$ cat src/rtl/cfg_router_if.sv
// Packet-side bus of the config router: request in, reply/error packet out.
interface cfg_router_if;
  logic [95:0] pkt_in;
  logic        pkt_in_valid;
  logic [95:0] pkt_out;
  logic        pkt_out_valid;

  modport master (output pkt_in, pkt_in_valid, input pkt_out, pkt_out_valid);
  modport slave  (input pkt_in, pkt_in_valid, output pkt_out, pkt_out_valid);
endinterface

$ cat src/rtl/cfg_router.sv
// Routes 96-bit config request packets to one of NUM_SLAVES register slaves and returns a reply.
// Optional sack timeout is built only when CFG_ROUTER_SACK_TIMEOUT_EN is defined.
module cfg_router #(
  parameter int NUM_SLAVES     = 6,
  parameter int TIMEOUT_CYCLES = 1024
) (
  input  logic                     clock,
  input  logic                     reset,
  cfg_router_if.slave              pkt,
  input  logic                     any_error,
  input  logic [NUM_SLAVES-1:0]    cfg_sack,
  output logic [NUM_SLAVES-1:0]    cfg_mread_en,
  output logic [NUM_SLAVES-1:0]    cfg_mwrite_en,
  output logic [7:0]               cfg_addr,
  output logic [31:0]              cfg_data_mwrite,
  input  logic [32*NUM_SLAVES-1:0] cfg_data_mread,
  output logic                     busy,
  output logic                     req_dropped
);

  typedef enum logic {IDLE, WAIT} state_t;

  localparam logic [8:0] NUM_SLAVES_W = 9'(NUM_SLAVES);

  state_t                state_q, state_d;
  logic [NUM_SLAVES-1:0] rd_en_q, rd_en_d, wr_en_q, wr_en_d;
  logic [7:0]            addr_q, addr_d;
  logic [31:0]           wdata_q, wdata_d;
  logic [95:0]           pkt_out_q, pkt_out_d;
  logic                  pkt_out_valid_q, pkt_out_valid_d;
  logic                  req_dropped_q, req_dropped_d;
  logic [7:0]            magic_q, magic_d, version_q, version_d, mod_q, mod_d;
  logic [6:0]            flags_q, flags_d;
  logic [15:0]           id_q, id_d;

  logic [7:0]            in_magic, in_type, in_mod, in_addr;
  logic [15:0]           in_id;
  logic [NUM_SLAVES-1:0] in_sel, en_any;
  logic [31:0]           rd_data;
  logic                  sack_hit;
  logic                  unused_flag7;

  assign in_magic     = pkt.pkt_in[95:88];
  assign in_type      = pkt.pkt_in[79:72];
  assign in_id        = pkt.pkt_in[63:48];
  assign in_mod       = pkt.pkt_in[47:40];
  assign in_addr      = pkt.pkt_in[39:32];
  assign unused_flag7 = pkt.pkt_in[71];

  function automatic logic [95:0] err_pkt(input logic [15:0] id, input logic [7:0] md,
                                          input logic [7:0] ad, input logic [7:0] code);
    return {8'h5A, 8'h00, 8'h7F, 8'h80, id, md, ad, 24'd0, code};
  endfunction

`ifdef CFG_ROUTER_SACK_TIMEOUT_EN
  logic [15:0] cnt_q, cnt_d;
`else
  localparam int unused_timeout = TIMEOUT_CYCLES;
`endif

  // The enable vectors are one-hot on the selected slave, so they double as the sack/data select.
  always_comb begin
    en_any   = rd_en_q | wr_en_q;
    sack_hit = |(cfg_sack & en_any);
    rd_data  = '0;
    in_sel   = '0;
    for (int k = 0; k < NUM_SLAVES; k++) begin
      if (en_any[k]) rd_data = rd_data | cfg_data_mread[32*k +: 32];
      in_sel[k] = (in_mod == 8'(k));
    end
  end

  always_comb begin
    state_d         = state_q;
    rd_en_d         = rd_en_q;
    wr_en_d         = wr_en_q;
    addr_d          = addr_q;
    wdata_d         = wdata_q;
    pkt_out_d       = pkt_out_q;
    pkt_out_valid_d = 1'b0;
    req_dropped_d   = req_dropped_q;
    magic_d         = magic_q;
    version_d       = version_q;
    flags_d         = flags_q;
    id_d            = id_q;
    mod_d           = mod_q;
`ifdef CFG_ROUTER_SACK_TIMEOUT_EN
    cnt_d           = cnt_q;
`endif
    case (state_q)
      IDLE: begin
        if (pkt.pkt_in_valid) begin
          if (in_magic != 8'h5A) begin
            pkt_out_d       = err_pkt(in_id, in_mod, in_addr, 8'h01);
            pkt_out_valid_d = 1'b1;
          end else if (in_type != 8'h01) begin
            pkt_out_d       = err_pkt(in_id, in_mod, in_addr, 8'h02);
            pkt_out_valid_d = 1'b1;
          end else if ({1'b0, in_mod} >= NUM_SLAVES_W) begin
            pkt_out_d       = err_pkt(in_id, in_mod, in_addr, 8'h03);
            pkt_out_valid_d = 1'b1;
          end else begin
            state_d   = WAIT;
            magic_d   = in_magic;
            version_d = pkt.pkt_in[87:80];
            flags_d   = pkt.pkt_in[70:64];
            id_d      = in_id;
            mod_d     = in_mod;
            addr_d    = in_addr;
            if (pkt.pkt_in[64]) begin
              wr_en_d = in_sel;
              wdata_d = pkt.pkt_in[31:0];
            end else begin
              rd_en_d = in_sel;
            end
`ifdef CFG_ROUTER_SACK_TIMEOUT_EN
            cnt_d = '0;
`endif
          end
        end
      end
      WAIT: begin
        if (pkt.pkt_in_valid) req_dropped_d = 1'b1;
        if (sack_hit) begin
          state_d         = IDLE;
          rd_en_d         = '0;
          wr_en_d         = '0;
          pkt_out_d       = {magic_q, version_q, 8'h02, any_error, flags_q, id_q, mod_q,
                             addr_q, rd_data};
          pkt_out_valid_d = 1'b1;
        end
`ifdef CFG_ROUTER_SACK_TIMEOUT_EN
        else if (cnt_q + 16'd1 == 16'(TIMEOUT_CYCLES)) begin
          state_d         = IDLE;
          rd_en_d         = '0;
          wr_en_d         = '0;
          pkt_out_d       = err_pkt(id_q, mod_q, addr_q, 8'h04);
          pkt_out_valid_d = 1'b1;
        end else begin
          cnt_d = cnt_q + 16'd1;
        end
`endif
      end
      default: state_d = IDLE;
    endcase
  end

  always_ff @(posedge clock) begin
    if (reset) begin
      state_q         <= IDLE;
      rd_en_q         <= '0;
      wr_en_q         <= '0;
      addr_q          <= '0;
      wdata_q         <= '0;
      pkt_out_q       <= '0;
      pkt_out_valid_q <= 1'b0;
      req_dropped_q   <= 1'b0;
      magic_q         <= '0;
      version_q       <= '0;
      flags_q         <= '0;
      id_q            <= '0;
      mod_q           <= '0;
`ifdef CFG_ROUTER_SACK_TIMEOUT_EN
      cnt_q           <= '0;
`endif
    end else begin
      state_q         <= state_d;
      rd_en_q         <= rd_en_d;
      wr_en_q         <= wr_en_d;
      addr_q          <= addr_d;
      wdata_q         <= wdata_d;
      pkt_out_q       <= pkt_out_d;
      pkt_out_valid_q <= pkt_out_valid_d;
      req_dropped_q   <= req_dropped_d;
      magic_q         <= magic_d;
      version_q       <= version_d;
      flags_q         <= flags_d;
      id_q            <= id_d;
      mod_q           <= mod_d;
`ifdef CFG_ROUTER_SACK_TIMEOUT_EN
      cnt_q           <= cnt_d;
`endif
    end
  end

  assign pkt.pkt_out       = pkt_out_q;
  assign pkt.pkt_out_valid = pkt_out_valid_q;
  assign cfg_mread_en      = rd_en_q;
  assign cfg_mwrite_en     = wr_en_q;
  assign cfg_addr          = addr_q;
  assign cfg_data_mwrite   = wdata_q;
  assign busy              = (state_q != IDLE);
  assign req_dropped       = req_dropped_q;

endmodule

$ cat src/flat_wrapper.sv
// flat-port wrapper written by rule: the top's interface ports become plain ports
module cfg_router_flat 
#(
  parameter int NUM_SLAVES     = 6,
  parameter int TIMEOUT_CYCLES = 1024
)
  (clock, reset, any_error, cfg_sack, cfg_mread_en, cfg_mwrite_en, cfg_addr, cfg_data_mwrite, cfg_data_mread, busy, req_dropped, pkt_pkt_in, pkt_pkt_in_valid, pkt_pkt_out, pkt_pkt_out_valid);
  cfg_router_if pkt_i ();
  input  logic clock;
  input  logic reset;
  input  logic any_error;
  input  logic [NUM_SLAVES-1:0] cfg_sack;
  output logic [NUM_SLAVES-1:0] cfg_mread_en;
  output logic [NUM_SLAVES-1:0] cfg_mwrite_en;
  output logic [7:0] cfg_addr;
  output logic [31:0] cfg_data_mwrite;
  input  logic [32*NUM_SLAVES-1:0] cfg_data_mread;
  output logic busy;
  output logic req_dropped;
  input wire logic [$bits(pkt_i.pkt_in)-1:0] pkt_pkt_in;
  input wire logic [$bits(pkt_i.pkt_in_valid)-1:0] pkt_pkt_in_valid;
  output wire logic [$bits(pkt_i.pkt_out)-1:0] pkt_pkt_out;
  output wire logic [$bits(pkt_i.pkt_out_valid)-1:0] pkt_pkt_out_valid;
  assign pkt_i.pkt_in = pkt_pkt_in;
  assign pkt_i.pkt_in_valid = pkt_pkt_in_valid;
  assign pkt_pkt_out = pkt_i.pkt_out;
  assign pkt_pkt_out_valid = pkt_i.pkt_out_valid;
  cfg_router #(.NUM_SLAVES(NUM_SLAVES), .TIMEOUT_CYCLES(TIMEOUT_CYCLES)) u_core (.clock(clock), .reset(reset), .pkt(pkt_i), .any_error(any_error), .cfg_sack(cfg_sack), .cfg_mread_en(cfg_mread_en), .cfg_mwrite_en(cfg_mwrite_en), .cfg_addr(cfg_addr), .cfg_data_mwrite(cfg_data_mwrite), .cfg_data_mread(cfg_data_mread), .busy(busy), .req_dropped(req_dropped));
endmodule
$ cat config.mk
export PLATFORM = sky130hd
export DESIGN_NAME = cfg_router_flat
export DESIGN_NICKNAME = d
export VERILOG_FILES = /design/src/rtl/cfg_router_if.sv /design/src/rtl/cfg_router.sv /design/src/flat_wrapper.sv
export SDC_FILE = /design/constraint.sdc
export NUM_CORES = 1
export LEC_CHECK = 0
export BUFFER_PORTS_ARGS = -buffer_cell sky130_fd_sc_hd__buf_2
export CORE_AREA = 2 2 175 177
export DETAILED_ROUTE_END_ITERATION = 10
export DIE_AREA = 0 0 177 179
export GPL_TIMING_DRIVEN = 0
export PLACE_DENSITY_LB_ADDON = 0.3
export SLEW_MARGIN = 20
export SYNTH_ARGS = -nofsm -noshare
export SYNTH_HDL_FRONTEND = slang
export SYNTH_SLANG_ARGS = --single-unit
$ cat constraint.sdc
create_clock -name clock -period 2.9 [get_ports clock]
set_clock_uncertainty 0.1 [all_clocks]
set_input_delay 0.435 -clock clock [delete_from_list [all_inputs] [get_ports clock]]
set_output_delay 0.435 -clock clock [all_outputs]
set_load 0.01 [all_outputs]
==> results of run 1 <==
==> layout make-up <==
type,instances,area (sq um),share of cell area (%)
multi-input cells,616,3870,33.5
diodes,18,45.0,0.390
flip-flops and latches,192,3840,33.2
well taps,396,495,4.28
plain buffers,89,412,3.56
clock inverters,15,216,1.87
inverters,7,26.3,0.227
clock buffers,17,425,3.68
repair buffers,444,2220,19.2
==> placed cells by master (no fill, tap or decap), types with 2 or more instances in the layout <==
master	synthesis	final
nor3_1	5	5
buf_6	5	5
and4_1	2	2
nand2b_1	15	15
a22oi_1	93	93
a211oi_1	32	32
nor4_1	3	3
and2_1	9	9
a22o_1	31	30
buf_2	7	450
a21oi_1	113	112
diode_2	0	18
clkbuf_16	0	17
o21ai_0	26	26
inv_12	0	4
or2_2	7	7
nand2_1	105	105
inv_8	0	4
nand4b_1	3	3
clkbuf_1	70	63
dfxtp_1	192	192
inv_1	7	7
mux2i_1	76	76
buf_4	6	7
clkinv_8	0	6
clkbuf_2	0	7
nand3_1	35	35
nor2_1	40	40
nand4_1	3	3
o21a_1	5	5
a222oi_1	3	3
==> critical path: cells and delay by family <==
| family | cells | cell delay (ns) |
|---|---|---|
| and+or+nand+nor | 3 | 1.00 |
| AOI/OAI and AO/OA | 1 | 0.82 |
| buffers and inverters | 2 | 0.36 |
| muxes | 1 | 0.20 |
==> timing repair <==
action                                  4_1_cts  5_1_grt
setup buffers                                 1        0
hold buffers                                  0        0
endpoints found under the setup margin       64       66
gates resized for setup                       3       12
pin swaps                                     1        0
==> how the worst max path moves through the flow <==
stage	startpoint	to	slack [ns]	cells past startpoint
global placement	pkt_pkt_in[73]	u_core.pkt.pkt_out[26]	-0.33	7
finish	pkt_pkt_in[95]	u_core.cfg_data_mwrite[4]	0.28	7
global route	u_core.cfg_mread_en[2]	u_core.pkt.pkt_out[43]	0.03	9
CTS	u_core.cfg_mwrite_en[2]	u_core.pkt.pkt_out[29]	0.05	8
detailed placement	pkt_pkt_in[73]	u_core.pkt.pkt_out[26]	-0.33	7
floorplan	pkt_pkt_in[95]	u_core.cfg_data_mwrite[10]	0.34	6
==> cells by family after synthesis <==
| kind of cell | Yosys count |
|---|---|
| AND/OR/NAND/NOR | 233 |
| multiplexers | 76 |
| buffers and inverters | 96 |
| other | 1 |
| flip-flops | 192 |
| AO/OA/AOI/OAI | 306 |
==> metrics by stage <==
stage / util [%] / total power, mW / worst slack, ns / TNS (ns) / cells
after global placement: 36.1 / 3.23 / -0.328 / -14.45 / 1743
final: 38.5 / 5.76 / 0.277 / 0 / 1794
after floorplan: - / 2.91 / 0.337 / 0 / 904
after CTS: 38.3 / 5.80 / 0.0508 / 0 / 1776
after global routing: 38.5 / 5.95 / 0.0287 / 0 / 1793
after detailed placement: 36.1 / 3.24 / -0.330 / -16.35 / 1743
==> sequential cells by signal, indices dropped and copies added, names as in the netlist <==
register / flops
u_core.magic_q: 8
u_core.pkt.pkt_out: 90
u_core.busy: 1
u_core.mod_q: 8
u_core.cfg_data_mwrite: 32
u_core.cfg_mwrite_en: 6
u_core.cfg_addr: 8
u_core.pkt.pkt_out_valid: 1
u_core.version_q: 8
u_core.id_q: 16
u_core.flags_q: 7
u_core.cfg_mread_en: 6
u_core.req_dropped: 1
==> routing by layer <==
metal	wire length [um]	GRT usage, %	vias to the layer above
met5	13	0	-
met1	14300	24.7	4222
met3	2920	6.49	70
met4	1680	12.0	2
li1	-	-	4236
met2	20600	44.2	394
==> power breakdown <==
group | switching, mW | leakage [nW] | internal (mW) | total (mW)
registers | 0.0215 | 1.56 | 2.67 | 2.70
logic | 0.249 | 3.12 | 0.231 | 0.480
clock network | 1.37 | 0.309 | 1.22 | 2.58
==> reports/metrics.cfg, run 1 <==
[drt]
postRouteAntennaNets=0
num_vias=8924
finalWirelength_um=39500
wire_per_inst_um=22.0
drt_iter0_markers=456
first_pass_iters=5
drc_errors=0
viasPerCell=4.97

[placed_design]
portBuffers=443
globalplace.congestion=0.914
hpwlAfterDp_um=31300
placed_cell_area_sq_um=10800

[clock_network]
cts_max_level=4
clockBufferDepth=2
cts-root-buf=clkbuf_16
cts.sinks=192
cts_tree=built
cts_inserted_buffers=17
clk_pin_slew_ns=0.09
insertion_delay_ns=0.45

[logic_synthesis]
synth_fp_nets=1202
netlist_area_sq_um=8140
ys_ff_latch=192
synth_most_common_cell=dfxtp_1
synth_mux_area_share_pct=9.35
synth_cell_type_count=36
synth_edf_count=0
synth_top_area_cell=dfxtp_1
synth_common_cells=192 x dfxtp_1, 113 x a21oi_1, 105 x nand2_1
synth_top_family_by_area=compound AO/OA/AOI/OAI gates
async_flop_share_pct=0
synth_xor_area_share_pct=0
yosys.area_share.simple_pct=13.3
synth_area_per_cell_sq_um=9.00
synthTopCellsByArea=dfxtp_1 47%, mux2i_1 9.4%, a22oi_1 8.6%
synth_compound_area_share_pct=24.8
synthFlopType=dfxtp_1
synth_fa_ha_area_share_pct=0
synth_top_area_share_pct=47.2
ys_seq_area_share_pct=47.2
yosys_warnings=0
syn_inst=904

[floorplan]
ioPinCount=449
rows=64
die_area_sq_um=31700
die_height_um=179
die_w_um=177
core-area_sq_um=30000
start_util_pct=27.1

[worst_setup_path]
start_kind=input pin
endpoint_kind=register
ff2ff_path_depth=9
rr_endpoint=u_core.pkt.pkt_out[42]
crit_type=in -> reg
slowest_stage=a2111oi_4
reg2reg_slack_ns=0.28
reg2reg_from=u_core.cfg_mwrite_en[2]
cp_max_fo=10
critPathRequiredTime_ns=3.11
crit_chain=buf_2 -> or4b_4 -> or3_4 -> a2111oi_4 -> buf_6 -> mux2i_1 -> nor2_1
worstPathArrival_ns=2.83
max_stage_delay_ns=0.82

[cells_and_area]
fin_nets=1665
synthToLayoutAreaGrowth_pct=42.1
drive_gt1_share_pct=37.2
design_area_sq_um=11600
nFillCells=3202

[timing]
worstMarginPinSlew_ns=0.879
maxSlewViolCount=0
slew_headroom_pct=41.4
rsz0062_at_grt=false
finalSetupViolCount=0
fin_crit_ns=2.62
fmax_mhz=381
holdWs_ns=0.112
hold_violations=0
post-route-period-util_pct=90.4

[worst_hold_path]
hold_end=u_core.cfg_data_mwrite[12]
holdCritPathClass=in -> reg
holdPathStages=3
worst_hold_startpoint=pkt_pkt_in[12]

[job]
maxCapViolCount=0

[global_route]
grt_max_degree=24
antenna_found_initial=23
first_global_vias=8590
grt_util_all_layers_pct=23.9
gr-total-overflow=0
grt_pass1_wl_um=55200

[power_and_ir_drop]
p_leak_nw=4.98
powerDensity_nw_per_um2=498
max-vdd-ir-drop_mv=0.447

[run_status]
outcome=finished clean

(Power assumes the default switching activity.)
==> run 2, diff against run 1 <==
--- a/config.mk
+++ b/config.mk
@@ -6,9 +6,9 @@
 export NUM_CORES = 1
 export LEC_CHECK = 0
 export BUFFER_PORTS_ARGS = -buffer_cell sky130_fd_sc_hd__buf_2
-export CORE_AREA = 2 2 175 177
+export CORE_AREA = 2 2 174 176
 export DETAILED_ROUTE_END_ITERATION = 10
-export DIE_AREA = 0 0 177 179
+export DIE_AREA = 0 0 176 178
 export GPL_TIMING_DRIVEN = 0
 export PLACE_DENSITY_LB_ADDON = 0.3
 export SLEW_MARGIN = 20
==> reports/metrics.cfg, run 2 (synthesized netlist as in run 1, its figures left out) <==
[run_status]
outcome=finished clean

[placed_design]
dp_slack_ns=-0.444
globalplace.congestion=0.977
hpwlAfterDp_um=31300
portBuffers=443

[floorplan]
ioPinCount=449
start_util_pct=27.7
die_area_sq_um=31300
die_w_um=176
rows=63
core-area_sq_um=29400
die_height_um=178

[timing]
slew_headroom_pct=39.4
fmax_mhz=377
rsz0062_at_grt=false
finalSetupViolCount=0
worstMarginPinSlew_ns=0.909
post-route-period-util_pct=91.4
hold_violations=0
maxSlewViolCount=0
fin_crit_ns=2.65
fin_ws_ns=0.251

[cells_and_area]
layout_commonest_cell=buf_2
drive_gt1_share_pct=37.7
fin_nets=1666
nFillCells=3080
multi_input_area_sq_um=3890
final_cell_mix=450 x buf_2, 192 x dfxtp_1, 112 x a21oi_1
synthToLayoutAreaGrowth_pct=42.2
largest_reg_flops=90
ff_latch_area_sq_um=3840

[worst_setup_path]
start_kind=input pin
max_stage_delay_ns=0.84
reg2reg_from=u_core.cfg_mwrite_en[2]
worstPathArrival_ns=2.85
cp_max_fo=10
crit_chain=buf_2 -> or4b_4 -> or3_4 -> a2111oi_4 -> buf_6 -> mux2i_1 -> nor2_1
endpoint_kind=register
crit_start=pkt_pkt_in[95]
path_buf_inv=2
critPathRequiredTime_ns=3.10
critical_path.top_delay_family=simple AND/OR/NAND/NOR gates
slowest_stage=a2111oi_4
crit_type=in -> reg

[clock_network]
cts.sinks=192
cts_tree=built
insertion_delay_ns=0.44
cts-root-buf=clkbuf_16
clockBufferDepth=2
hold_buffers=0
clk_pin_slew_ns=0.10
cts_inserted_buffers=17
cts_max_level=4

[drt]
num_vias=8900
first_pass_iters=5
viasPerCell=4.99
postRouteAntennaNets=0
wire_per_inst_um=21.9
drt_iter0_markers=483
drc_errors=0
finalWirelength_um=39200

[power_and_ir_drop]
total_power_mw=5.73
powerDensity_nw_per_um2=495
max-vdd-ir-drop_mv=0.272
p_leak_nw=5.00

[global_route]
grt_pass1_wl_um=55500
grt_max_degree=24
gr-total-overflow=0
grt_util_all_layers_pct=24.2
first_global_vias=8755
antenna_found_initial=24

[worst_hold_path]
worst_hold_startpoint=pkt_pkt_in[12]
holdCritPathClass=in -> reg

[job]
maxCapViolCount=0

-- run 2: what timing repair did --
item	in CTS	in global routing
pin swaps	1	0
resized for setup	3	20
hold endpoints to repair	0	0
setup endpoints to repair	62	78
setup buffers	2	0
-- run 2: final timing paths --
check / to / slack, ns / depth (start not counted)
min reg2reg: u_core.pkt.pkt_out[68] / 0.35 / 2
max: u_core.cfg_data_mwrite[30] / 0.25 / 7
max reg2reg: u_core.pkt.pkt_out[59] / 0.25 / 10
min: u_core.cfg_data_mwrite[12] / 0.12 / 3
-- run 2: where the power goes --
part	switching [mW]	leakage, nW	internal [mW]
logic	0.247	3.13	0.232
clock network	1.34	0.308	1.22
registers	0.0214	1.56	2.67
-- run 2: area by class of cell --
class	count	share of cell area [%]
Antenna cell	14	0.303
Clock buffer	17	3.68
Timing Repair Buffer	445	19.3
Sequential cell	192	33.2
Tap cell	390	4.22
Buffer	89	3.58
Multi-Input combinational cell	616	33.6
Clock inverter	15	1.85
Inverter	7	0.227
-- run 2: through the flow --
step	instance area (sq um)	instances	TNS (ns)	util, %	hold WS, ns
after floorplan	8140	904	0	-	0.327
after global placement	10800	1737	-15.93	36.9	0.337
after detailed placement	10800	1737	-18.80	36.9	0.341
after CTS	11500	1771	-0.00115	39.1	0.0978
after global routing	11600	1782	0	39.3	0.108
final	11600	1785	0	39.4	0.117
-- run 2: per-layer routing --
layer	global-route usage (%)	share of wire [%]	up-vias	routed length, um
met2	46.1	53	428	20900
met3	6.35	7.3	79	2840
met1	24.6	36	4168	14100
met5	0	0.041	-	16
met4	11.2	3.5	2	1380
li1	-	-	4223	-
-- run 2: tightest hold or removal path, delay by kind of cell --
family / cells / cell delay, ns
muxes: 1 / 0.05
buffers and inverters: 1 / 0.07
and+or+nand+nor: 1 / 0.07
